## src/rtl/barrel_shifter_pipe_if.sv

```systemverilog
// Stream interface for the pipelined barrel shifter.
// Carries the operand beat in and the shifted result beat out.
interface barrel_shifter_pipe_if #(
  parameter int WIDTH   = 8,
  parameter int SHAMT_W = $clog2(WIDTH)
);
  logic               in_valid;
  logic               in_ready;
  logic [WIDTH-1:0]   in_data;
  logic [SHAMT_W-1:0] in_shift;
  logic               in_dir;
  logic [1:0]         in_mode;
  logic               out_valid;
  logic               out_ready;
  logic [WIDTH-1:0]   out_data;
  logic               out_lost;

  modport master (
    output in_valid, in_data, in_shift,
    output in_dir, in_mode, out_ready,
    input  in_ready, out_valid,
    input  out_data, out_lost
  );

  modport slave (
    input  in_valid, in_data, in_shift,
    input  in_dir, in_mode, out_ready,
    output in_ready, out_valid,
    output out_data, out_lost
  );
endinterface

```

## src/rtl/barrel_shifter_pipe.sv

```systemverilog
// Pipelined log barrel shifter, one registered stage per shift bit.
// Logical, arithmetic, rotate and pass-through modes with lost-bit flag.
module barrel_shifter_pipe #(
  parameter int WIDTH = 8,
  localparam int SHAMT_W = $clog2(WIDTH)
) (
  input logic                clk,
  input logic                rst,
  barrel_shifter_pipe_if.slave bus
);

  localparam logic [1:0] MODE_LOG = 2'b00;
  localparam logic [1:0] MODE_ARI = 2'b01;
  localparam logic [1:0] MODE_ROT = 2'b10;
  localparam logic [1:0] MODE_RSV = 2'b11;

  typedef struct packed {
    logic               valid;
    logic [WIDTH-1:0]   data;
    logic [SHAMT_W-1:0] sh;
    logic               dir;
    logic [1:0]         mode;
    logic               msb;
    logic               lost;
  } stage_t;

  function automatic stage_t step(
    input stage_t s,
    input int     k
  );
    stage_t           o;
    logic [WIDTH-1:0] ones;
    logic [WIDTH-1:0] lo;
    logic [WIDTH-1:0] hi;
    int               n;
    o    = s;
    ones = '1;
    n    = 1 << k;
    lo   = ~(ones << n);
    hi   = ~(ones >> n);
    if (s.sh[k] && (s.mode != MODE_RSV)) begin
      if (s.mode == MODE_ROT) begin
        if (s.dir)
          o.data = (s.data >> n)
                 | (s.data << (WIDTH - n));
        else
          o.data = (s.data << n)
                 | (s.data >> (WIDTH - n));
      end else if (s.dir) begin
        o.data = s.data >> n;
        if ((s.mode == MODE_ARI) && s.msb)
          o.data = o.data | hi;
        o.lost = s.lost | (|(s.data & lo));
      end else begin
        o.data = s.data << n;
        o.lost = s.lost | (|(s.data & hi));
      end
    end
    return o;
  endfunction

  logic   adv;
  stage_t src0;
  stage_t last;

  assign adv          = bus.out_ready | ~last.valid;
  assign bus.in_ready = adv;

  // Build the stage-0 input bundle; the sign bit rides along for ASR.
  always_comb begin
    src0       = '0;
    src0.valid = bus.in_valid;
    src0.data  = bus.in_data;
    src0.sh    = bus.in_shift;
    src0.dir   = bus.in_dir;
    src0.mode  = bus.in_mode;
    src0.msb   = bus.in_data[WIDTH-1];
    src0.lost  = 1'b0;
  end

  for (genvar k = 0; k < SHAMT_W; k++) begin : g_st
    stage_t prev;
    stage_t r;

    if (k == 0) begin : g_first
      assign prev = src0;
    end else begin : g_next
      assign prev = g_st[k-1].r;
    end

    // One shift-by-2^k step; the whole pipe advances or holds together.
    always_ff @(posedge clk) begin
      if (rst)
        r <= '0;
      else if (adv)
        r <= step(prev, k);
    end
  end

  assign last          = g_st[SHAMT_W-1].r;
  assign bus.out_valid = last.valid;
  assign bus.out_data  = last.data;
  assign bus.out_lost  = last.lost;

  logic unused_tail;
  assign unused_tail = ^{last.sh, last.dir,
                         last.mode, last.msb};

endmodule

```

## src/flat_wrapper.sv

```systemverilog
// flat-port wrapper written by rule: the top's interface ports become plain ports
module barrel_shifter_pipe_flat 
#(
  parameter int WIDTH = 8,
  localparam int SHAMT_W = $clog2(WIDTH)
)
  (clk, rst, bus_in_valid, bus_in_data, bus_in_shift, bus_in_dir, bus_in_mode, bus_out_ready, bus_in_ready, bus_out_valid, bus_out_data, bus_out_lost);
  barrel_shifter_pipe_if #(.WIDTH(WIDTH)) bus_i ();
  input logic clk;
  input logic rst;
  input wire logic [$bits(bus_i.in_valid)-1:0] bus_in_valid;
  input wire logic [$bits(bus_i.in_data)-1:0] bus_in_data;
  input wire logic [$bits(bus_i.in_shift)-1:0] bus_in_shift;
  input wire logic [$bits(bus_i.in_dir)-1:0] bus_in_dir;
  input wire logic [$bits(bus_i.in_mode)-1:0] bus_in_mode;
  input wire logic [$bits(bus_i.out_ready)-1:0] bus_out_ready;
  output wire logic [$bits(bus_i.in_ready)-1:0] bus_in_ready;
  output wire logic [$bits(bus_i.out_valid)-1:0] bus_out_valid;
  output wire logic [$bits(bus_i.out_data)-1:0] bus_out_data;
  output wire logic [$bits(bus_i.out_lost)-1:0] bus_out_lost;
  assign bus_i.in_valid = bus_in_valid;
  assign bus_i.in_data = bus_in_data;
  assign bus_i.in_shift = bus_in_shift;
  assign bus_i.in_dir = bus_in_dir;
  assign bus_i.in_mode = bus_in_mode;
  assign bus_i.out_ready = bus_out_ready;
  assign bus_in_ready = bus_i.in_ready;
  assign bus_out_valid = bus_i.out_valid;
  assign bus_out_data = bus_i.out_data;
  assign bus_out_lost = bus_i.out_lost;
  barrel_shifter_pipe #(.WIDTH(WIDTH)) u_core (.clk(clk), .rst(rst), .bus(bus_i));
endmodule
```

## config.mk

```make
export PLATFORM = sky130hd
export DESIGN_NAME = barrel_shifter_pipe_flat
export DESIGN_NICKNAME = d
export VERILOG_FILES = /design/src/rtl/barrel_shifter_pipe_if.sv /design/src/rtl/barrel_shifter_pipe.sv /design/src/flat_wrapper.sv
export SDC_FILE = /design/constraint.sdc
export NUM_CORES = 1
export LEC_CHECK = 0
export CAP_MARGIN = 20
export CORE_MARGIN = 5
export CORE_UTILIZATION = 40
export DETAILED_ROUTE_END_ITERATION = 6
export PLACE_DENSITY_LB_ADDON = 0.12
export SLEW_MARGIN = 20
export SYNTH_ARGS = -nofsm -noshare
export SYNTH_HDL_FRONTEND = slang
export SYNTH_SLANG_ARGS = --single-unit
```

## constraint.sdc

```tcl
create_clock -name clk -period 2.9 [get_ports clk]
set_input_delay 0.435 -clock clk [delete_from_list [all_inputs] [get_ports clk]]
set_output_delay 0.435 -clock clk [all_outputs]
set_load 0.01 [all_outputs]
```

Yosys cells after proc, flatten, opt, wreduce, memory -nomap -nowiden:

Cells that the tools add are included.

* word-level logic and storage cells: 70
* register bits after elaboration: 44
* output and inout bits: 11

* multiplexer cells: 23
* bitwise logic cells: 11
* eq/ne operators: 9
* reductions and logical operators: 10

Operators by type and width (count)
* $mux 8: 14
* $mux 1: 9
* $or 4x8->8: 1
* $or 6x8->8: 1
* $or 7x8->8: 1
* $or 8x1->8: 1
* $or 8x2->8: 1
* $reduce_or 4->1: 2
* $eq 2x1->1 const B: 3
* $eq 2x2->1 const B: 3
* $logic_and 1x1->1: 6
* $ne 2x2->1 const B: 3
* $or 1x1->1: 5
* $reduce_or 2->1: 2
* $not 1->1: 1

Logic depth before layout (Yosys ltp):

Gate-level depths: netlist (run 1).

* word-level depth: 6
* gate-level depth with buffers: 6

Least setup slack after synthesis (run 1):

Ideal clock, no wire load.

* path type: input -> output
* start point: input bus_out_ready
* end point: output bus_in_ready
* required time: 2.465 ns
* slack: 1.541 ns
* buffers on the path: 2
* arrival time: 0.924 ns
* stages: 4
* cell sequence: nor2b_4 -> inv_4 -> buf_6 -> buf_2

* word-level cells in the longest chain between the ends: 1

Ends and longest elaborated chain
* start: declaration: RTL line flat_wrapper.sv:16 `input wire logic [$bits(bus_i.out_ready)-1:0] bus_out_ready;`
* $or 1x1->1: RTL line barrel_shifter_pipe.sv:66 `assign adv = bus.out_ready | ~last.valid;`
* end: declaration: RTL line flat_wrapper.sv:17 `output wire logic [$bits(bus_i.in_ready)-1:0] bus_in_ready;`

No other way between the ends.

Worst setup path in the final report (run 1):

Same ends and word-level chain as after synthesis.

==> metrics.cfg, run 1 <==
[yosys]
yosysTopAreaCellShare_pct = 41.1
yosys-top-cells-count = nand2_1 (55), dfxtp_1 (41), a21oi_1 (27)
synthCells = 249
synth-async-reset-ratio_pct = 0
yosysMostFrequentCell = nand2_1
yosysTopAreaCell = dfxtp_1
synth_nets = 267
synth_area_um2 = 2000
synth_flop_cell = dfxtp_1
ys.warnings.count = 0
yosysUniqueCellTypes = 37
yosys-top-cells-area = dfxtp_1 (41%), nand2_1 (10%), a21oi_1 (6.8%)
synth.avg_cell_area_um2 = 8.02
synth_edf_count = 0
yosys_register_bits = 41
seq_area_frac_synth_pct = 41.1

[cts]
htreeDepth = 2
cts_resized = 0
postCtsHoldBufs = 0
cts_tree = built
insertion_delay_ns = 0.29
post-cts-setup-buffers = 0
cts_root_buf = clkbuf_8
clock_path_buffers = 2
clock_sinks = 41
clkTransAtPathRegs_ns = 0.08
cts_buffers = 5

[detailed_routing]
firstDrtPassIters = 4
drt-initial-drc-count = 98
via_count = 1779
ant_nets = 0
wl_per_cell_um = 13.8
vias_per_cell = 5.26
drc_errors = 0
routed_wl_um = 4660

[global_route]
grt_pass1_vias = 1677
track_usage_pct = 15.6
grt_antenna_before_repair = 0
grt_overflow = 0
grt_max_degree = 41
grt_pass1_wl_um = 7820

[die]
ioPinCount = 29
die_h_um = 80.7
start_util_pct = 41.8
coreArea_um2 = 4790
die-width_um = 80.7
dieArea_um2 = 6510
rows = 25

[layout]
final_cells = 338
fin_util_pct = 50.1
area_growth_pct = 20.0
fillers = 496
nNetsFinal = 288
layout-drive-gt1-share_pct = 7.38
n_antenna_cell = 0

[setup_path]
worstPathArrival_ns = 1.76
required_ns = 2.47
start_kind = input port
timing_worst_setup_path_type = input port to output pin
path_max_fanout = 20
end_kind = output pin

[place]
dp_hpwl_um = 3190
place_inst = 330
io_buffers = 28
dp_slack_ns = 0.684
place_congestion = 0.825

[power]
leakage_nw = 0.885
power.switching_mw = 0.320
clock_power_share_pct = 36.2
irDropWorstVdd_mv = 0.359
power.internal_mw = 0.979
pwr-share-seq_pct = 49.5
swShare_pct = 24.6
powerDensity_nw_per_um2 = 542
p_total_mw = 1.30
comb_power_share_pct = 14.3

[hold_path]
hp-class = flip-flop to flip-flop

[timing]
clock.fmax_mhz = 455
final.min_clock_period_ns = 2.20
rsz0062_at_grt = no
tns_ns = 0
finalMaxSlewViolations = 0
worst_slew_pin_slew_ns = 0.648
setup_violations = 0
setup_ws_ns = 0.704
post-route-period-util_pct = 75.7
finClkSkew_ns = 0.00827
hold_violations = 0
max-slew-margin-rel_pct = 56.8

[run_status]
status = finished clean

[flow_run]
drv_cap = 0

-- logic make-up after synthesis --
| kind of cell | share of synthesized area, % |
|---|---|
| AO/OA/AOI/OAI | 21.7 |
| buffers and inverters | 5.82 |
| flip-flops | 41.1 |
| multiplexers | 6.01 |
| AND/OR/NAND/NOR | 25.4 |
-- registers in the layout, indices dropped and copies added (netlist names) --
signal                count
u_core.bus.out_data       8
u_core.bus.out_lost       1
u_core.bus.out_valid      1
u_core.g_st.r            31
-- cell type report --
class                      count  area (um2)  share of cell area [%]
inverter                       3        13.8                   0.574
sequential                    41         821                    34.2
timing repair buffer          31         303                    12.6
tap                           67        83.8                    3.50
clock buffer                   7        86.3                    3.60
clock inverter                 1        30.0                    1.25
multi-input combinational    188        1060                    44.2
-- routing by layer --
layer	vias to the layer above	track usage, %	share of wire (%)	wire length [um]
met4	0	6.59	2.2	104
met3	9	4.60	5.4	250
li1	924	-	-	-
met1	804	18.9	46	2160
met2	42	25.6	46	2150
met5	-	0	0	0
-- through the flow --
step | hold WS [ns] | instance area, um2
after floorplan | 0.432 | 2000
after global placement | 0.442 | 2280
after detailed placement | 0.445 | 2280
after CTS | 0.457 | 2400
after global routing | 0.478 | 2400
final | 0.455 | 2400
-- cell usage in the layout (no fill, tap or decap), drive strengths merged --
| cell | netlist | layout |
|---|---|---|
| nor3 | 9 | 9 |
| o211ai | 10 | 10 |
| nand2 | 56 | 56 |
| clkdlybuf4s50 | 0 | 28 |
| nor4b | 1 | 1 |
| nand2b | 2 | 2 |
| or4 | 1 | 1 |
| clkbuf | 4 | 7 |
| a31o | 2 | 2 |
| dfxtp | 41 | 41 |
| nor4 | 7 | 7 |
| nand3 | 3 | 3 |
| or3b | 1 | 1 |
| bufinv | 0 | 1 |
| a21boi | 2 | 2 |
| a211oi | 5 | 5 |
| o31ai | 2 | 2 |
| or2b | 1 | 1 |
| a311oi | 2 | 2 |
| inv | 3 | 3 |
| buf | 13 | 3 |
| a21o | 2 | 2 |
| nor2 | 24 | 24 |
| a21bo | 1 | 1 |
| nor2b | 5 | 5 |
| a21oi | 27 | 27 |
| o21ai | 6 | 6 |
| mux2i | 12 | 12 |
| a221oi | 6 | 6 |
| o22ai | 1 | 1 |
-- power by group through the flow --
stage / registers, mW / clock network (mW) / logic [mW]
global placement: 0.655 / 0 / 0.186
global route: 0.650 / 0.506 / 0.211
CTS: 0.642 / 0.483 / 0.188
finish: 0.642 / 0.471 / 0.186
floorplan: 0.644 / 0 / 0.123
detailed placement: 0.655 / 0 / 0.187
-- worst paths after layout --
| path | to | slack (ns) | from | cells past startpoint |
|---|---|---|---|---|
| max | bus_in_ready | 0.70 | bus_out_ready | 4 |
| min | u_core.g_st[0].r[7]$_SDFFE_PP0P_ | 0.45 | u_core.g_st[0].r[7]$_SDFFE_PP0P_ | 2 |
| max reg2reg | u_core.bus.out_lost$_SDFFE_PP0P_ | 1.28 | u_core.bus.out_valid$_SDFFE_PP0P_ | 6 |
| min reg2reg | u_core.g_st[0].r[7]$_SDFFE_PP0P_ | 0.45 | u_core.g_st[0].r[7]$_SDFFE_PP0P_ | 2 |
-- critical path: stages --
cell	delay, ns
clkdlybuf4s50_1	0.50
nor2b_4	0.06
inv_4	0.17
clkdlybuf4s50_1	0.59
No activity file was read; power rests on OpenSTA's default activity.
==> inputs of run 2 (changes only) <==
clock period = 1.95 ns   (was 2.9 ns; I/O delays follow)
==> metrics.cfg, run 2 (same netlist as run 1, synthesis figures left out) <==
[cts]
htreeDepth = 2  ; unchanged
clock_path_buffers = 2  ; unchanged
cts_tree = built  ; unchanged
clock_sinks = 41  ; unchanged
cts_resized = 0  ; unchanged
post-cts-setup-buffers = 0  ; unchanged
postCtsHoldBufs = 0  ; unchanged
cts_buffers = 5  ; unchanged
clkTransAtPathRegs_ns = 0.08  ; about the same
cts_root_buf = clkbuf_8  ; unchanged
insertion_delay_ns = 0.29  ; about the same

[power]
powerDensity_nw_per_um2 = 788  ; was 542 nW/um2
leakage_nw = 0.925  ; was 0.885 nW
irDropWorstVdd_mv = 0.287  ; was 0.359 mV
p_total_mw = 1.95  ; was 1.30 mW

[setup_path]
required_ns = 1.66  ; was 2.47 ns
crit_slowest_cell = clkdlybuf4s50_1  ; unchanged
cpMostUsedCell = clkdlybuf4s50_1  ; unchanged
crit_chain = clkdlybuf4s50_1 > nor2b_4 > inv_4 > clkdlybuf4s50_1  ; unchanged
path_buf_inv = 3  ; unchanged
cpPeakStageDelay_ns = 0.59  ; about the same
worstPathArrival_ns = 1.49  ; was 1.76 ns
path_max_fanout = 2  ; was 20
start_kind = input port  ; unchanged
end_kind = output pin  ; unchanged
timing_worst_setup_path_type = input port to output pin  ; unchanged
critPathTopFamily = buffers and inverters  ; unchanged

[detailed_routing]
via_count = 1820  ; was 1779
vias_per_cell = 5.29  ; was 5.26
ant_nets = 0  ; unchanged
routed_wl_um = 4660  ; about the same
firstDrtPassIters = 4  ; unchanged
drt-initial-drc-count = 72  ; was 98
wl_per_cell_um = 13.5  ; was 13.8 um
drc_errors = 0  ; unchanged

[global_route]
track_usage_pct = 15.4  ; was 15.6%
grt_pass1_wl_um = 7810  ; was 7820 um
grt_overflow = 0  ; unchanged
grt_pass1_vias = 1686  ; was 1677
grt_max_degree = 43  ; was 41
grt_antenna_before_repair = 0  ; unchanged

[die]
coreArea_um2 = 4790  ; unchanged
ioPinCount = 29  ; unchanged
dieArea_um2 = 6510  ; unchanged
start_util_pct = 41.8  ; unchanged
die_h_um = 80.7  ; unchanged
die-width_um = 80.7  ; unchanged
rows = 25  ; unchanged

[timing]
finClkSkew_ns = 0.00405  ; was 0.00827 ns
setup_ws_ns = 0.166  ; was 0.704 ns
rsz0062_at_grt = no  ; unchanged
tns_ns = 0  ; unchanged
worst_slew_pin_slew_ns = 0.622  ; was 0.648 ns
post-route-period-util_pct = 91.5
holdWs_ns = 0.455  ; about the same
finalMaxSlewViolations = 0  ; unchanged
final.min_clock_period_ns = 1.78
clock.fmax_mhz = 560
setup_violations = 0  ; unchanged
hold_violations = 0  ; unchanged
max-slew-margin-rel_pct = 58.5  ; was 56.8%

[layout]
multi_input_area_um2 = 1060  ; unchanged
area_growth_pct = 23.5  ; was 20.0%
fin_util_pct = 51.6  ; was 50.1%
nNetsFinal = 294  ; was 288
largest_register_ff_count = 31  ; unchanged
area.sequential_um2 = 821  ; unchanged
final_cells = 344  ; was 338
regMostFlops = u_core.g_st.r  ; unchanged
layout-drive-gt1-share_pct = 9.39  ; was 7.38%
final_area_um2 = 2470  ; was 2400 um2
final_common_cell = nand2_1  ; unchanged
fillers = 465  ; was 496
layout_common_cells = nand2_1 (55), dfxtp_1 (41), clkdlybuf4s50_1 (28)  ; unchanged
n_antenna_cell = 0  ; unchanged

[place]
io_buffers = 28  ; unchanged
place_congestion = 0.822  ; was 0.825
placed_area_um2 = 2350  ; was 2280 um2
dp_hpwl_um = 3260  ; was 3190 um
dp_slack_ns = 0.130  ; was 0.684 ns
place_inst = 336  ; was 330

[hold_path]
hp-class = flip-flop to flip-flop  ; unchanged

[run_status]
status = finished clean  ; unchanged

[flow_run]
drv_cap = 0  ; unchanged

run 2: worst paths after layout:
check                                                       start                                end  slack [ns]  cells past startpoint
worst min-delay path            u_core.g_st[1].r[16]$_SDFFE_PP0P_  u_core.g_st[1].r[16]$_SDFFE_PP0P_        0.45                      2
worst min register to register  u_core.g_st[1].r[16]$_SDFFE_PP0P_  u_core.g_st[1].r[16]$_SDFFE_PP0P_        0.45                      2
worst max-delay path                                bus_out_ready                       bus_in_ready        0.17                      4
worst max register to register   u_core.g_st[0].r[4]$_SDFFE_PP0P_  u_core.g_st[1].r[14]$_SDFFE_PP0P_        0.56                      4
run 2: worst register-to-register path: stages (launching register included):
cell and delay, ns:
dfxtp_1 0.72, nand3_1 0.16, nand2_1 0.12, a311oi_1 0.05, o31ai_1 0.25
run 2: per-layer routing:
layer	up-vias	global-route usage, %	wire length (um)
met1	840	17.9	2080
li1	938	-	-
met5	-	0	0
met4	0	4.56	58
met2	36	27.3	2270
met3	6	4.37	248
run 2: report_power, final:
group | internal [mW] | total, mW | switching (mW) | leakage [nW]
clock network | 0.417 | 0.700 | 0.283 | 0.0585
registers | 0.895 | 0.954 | 0.0596 | 0.339
logic | 0.157 | 0.292 | 0.135 | 0.528
total | 1.47 | 1.95 | 0.477 | 0.925
run 2: layout make-up:
class	count	share of cell area, %
sequential	41	33.2
inverter	3	0.558
multi-input combinational	188	43.0
timing repair buffer	37	15.1
clock buffer	7	3.50
clock inverter	1	1.22
tap	67	3.40
==> inputs of run 3 (changes only) <==
CELL_PAD_IN_SITES_DETAIL_PLACEMENT = 1   (was default)
CELL_PAD_IN_SITES_GLOBAL_PLACEMENT = 1   (was default)
CORE_MARGIN = 2   (was 5)
CORE_UTILIZATION = 36   (was 40)
CTS_BUF_LIST = sky130_fd_sc_hd__clkbuf_4 sky130_fd_sc_hd__clkbuf_8 sky130_fd_sc_hd__clkbuf_16   (was default)
==> metrics.cfg, run 3 (same netlist as run 1, synthesis figures left out) <==
[setup_path]
required_ns = 1.66  ; about the same
timing_worst_setup_path_type = input port to output pin  ; unchanged
start_kind = input port  ; unchanged
end_kind = output pin  ; unchanged
worstPathArrival_ns = 1.53  ; was 1.49 ns
path_max_fanout = 2  ; unchanged

[power]
clock_power_share_pct = 36.7  ; was 36.0%
comb_power_share_pct = 15.1  ; was 15.0%
pwr-share-seq_pct = 48.2  ; was 49.0%
powerDensity_nw_per_um2 = 797  ; was 788 nW/um2
swShare_pct = 24.9  ; was 24.5%
leakage_nw = 0.929  ; was 0.925 nW
irDropWorstVdd_mv = 0.267  ; was 0.287 mV
power.switching_mw = 0.491  ; was 0.477 mW
power.internal_mw = 1.48  ; was 1.47 mW
p_total_mw = 1.97  ; was 1.95 mW

[timing]
rsz0062_at_grt = no  ; unchanged
finalMaxSlewViolations = 0  ; unchanged
worst_slew_pin_slew_ns = 0.581  ; was 0.622 ns
max-slew-margin-rel_pct = 61.0  ; was 58.5%
setup_violations = 0  ; unchanged
tns_ns = 0  ; unchanged
hold_violations = 0  ; unchanged
holdWs_ns = 0.456  ; was 0.455 ns
post-route-period-util_pct = 93.3  ; was 91.5%
final.min_clock_period_ns = 1.82  ; was 1.78 ns
finClkSkew_ns = 0.00495  ; was 0.00405 ns
clock.fmax_mhz = 549  ; was 560 MHz

[detailed_routing]
wl_per_cell_um = 14.5  ; was 13.5 um
drt-initial-drc-count = 50  ; was 72
routed_wl_um = 5070  ; was 4660 um
ant_nets = 0  ; unchanged
drc_errors = 0  ; unchanged
firstDrtPassIters = 4  ; unchanged
vias_per_cell = 5.23  ; was 5.29
via_count = 1831  ; was 1820

[layout]
final_cells = 350  ; was 344
area_growth_pct = 23.8  ; was 23.5%
regMostFlops = u_core.g_st.r  ; unchanged
nNetsFinal = 295  ; was 294
layout_common_cells = nand2_1 (55), dfxtp_1 (41), clkdlybuf4s50_1 (28)  ; unchanged
largest_register_ff_count = 31  ; unchanged
n_antenna_cell = 0  ; unchanged
fillers = 679  ; was 465
layout-drive-gt1-share_pct = 10.1  ; was 9.39%
final_common_cell = nand2_1  ; unchanged
fin_util_pct = 45.5  ; was 51.6%

[die]
ioPinCount = 29  ; unchanged
start_util_pct = 36.7  ; was 41.8%
rows = 27  ; was 25
die-width_um = 78.5  ; was 80.7 um
coreArea_um2 = 5440  ; was 4790 um2
dieArea_um2 = 6160  ; was 6510 um2
die_h_um = 78.5  ; was 80.7 um

[run_status]
status = finished clean  ; unchanged

[cts]
clock_sinks = 41  ; unchanged
postCtsHoldBufs = 0  ; unchanged
cts_root_buf = clkbuf_8  ; unchanged
cts_buffers = 5  ; unchanged
post-cts-setup-buffers = 0  ; unchanged
cts_resized = 0  ; unchanged
cts_tree = built  ; unchanged
clkTransAtPathRegs_ns = 0.08  ; about the same
htreeDepth = 2  ; unchanged
insertion_delay_ns = 0.29  ; about the same
clock_path_buffers = 2  ; unchanged

[place]
place_inst = 342  ; was 336
io_buffers = 28  ; unchanged
dp_hpwl_um = 3570  ; was 3260 um
place_congestion = 0.839  ; was 0.822

[global_route]
grt_overflow = 0  ; unchanged
grt_pass1_wl_um = 8470  ; was 7810 um
grt_max_degree = 43  ; unchanged
track_usage_pct = 17.4  ; was 15.4%
grt_antenna_before_repair = 0  ; unchanged
grt_pass1_vias = 1757  ; was 1686

[hold_path]
hp-class = flip-flop to flip-flop  ; unchanged

[flow_run]
drv_cap = 0  ; unchanged

[run 3: power by group through the flow]
stage,clock (mW),sequential (mW),combinational [mW]
detailed placement,0,0.972,0.300
CTS,0.745,0.952,0.302
global placement,0,0.970,0.297
global route,0.784,0.962,0.334
floorplan,0,0.958,0.183
finish,0.723,0.952,0.297
[run 3: critical path: stages]
cell and delay [ns]:
clkdlybuf4s50_1 0.50, nor2b_4 0.06, inv_4 0.06, clkdlybuf4s50_1 0.62
[run 3: cell type report]
type	instances	area, um2	share of cell area, %
multi-input combinational	188	1060	42.9
clock inverter	1	30.0	1.21
inverter	3	13.8	0.556
timing repair buffer	38	368	14.9
tap	72	90.1	3.64
sequential	41	821	33.2
clock buffer	7	90.1	3.64
[run 3: final timing paths]
path                                     start                                  end  slack, ns  depth (start not counted)
min reg2reg   u_core.g_st[0].r[7]$_SDFFE_PP0P_     u_core.g_st[0].r[7]$_SDFFE_PP0P_       0.46                          2
max reg2reg  u_core.bus.out_valid$_SDFFE_PP0P_  u_core.bus.out_data[7]$_SDFFE_PP0P_       0.57                          4
min           u_core.g_st[0].r[7]$_SDFFE_PP0P_     u_core.g_st[0].r[7]$_SDFFE_PP0P_       0.46                          2
max                              bus_out_ready                         bus_in_ready       0.13                          4
[run 3: stage by stage]
step / worst slack [ns] / area (um2)
2_1_floorplan: 0.748 / 2000
3_3_place_gp: 0.115 / 2350
3_5_place_dp: 0.103 / 2350
4_1_cts: 0.108 / 2470
5_1_grt: 0.0809 / 2470
6_report: 0.130 / 2470
[run 3: per-layer routing]
metal	part of all wire (%)	track usage [%]	vias up
li1	-	-	944
met1	46	21.2	841
met2	49	28.9	39
met3	3.9	4.37	7
met4	1.4	7.37	0
met5	0	0	-
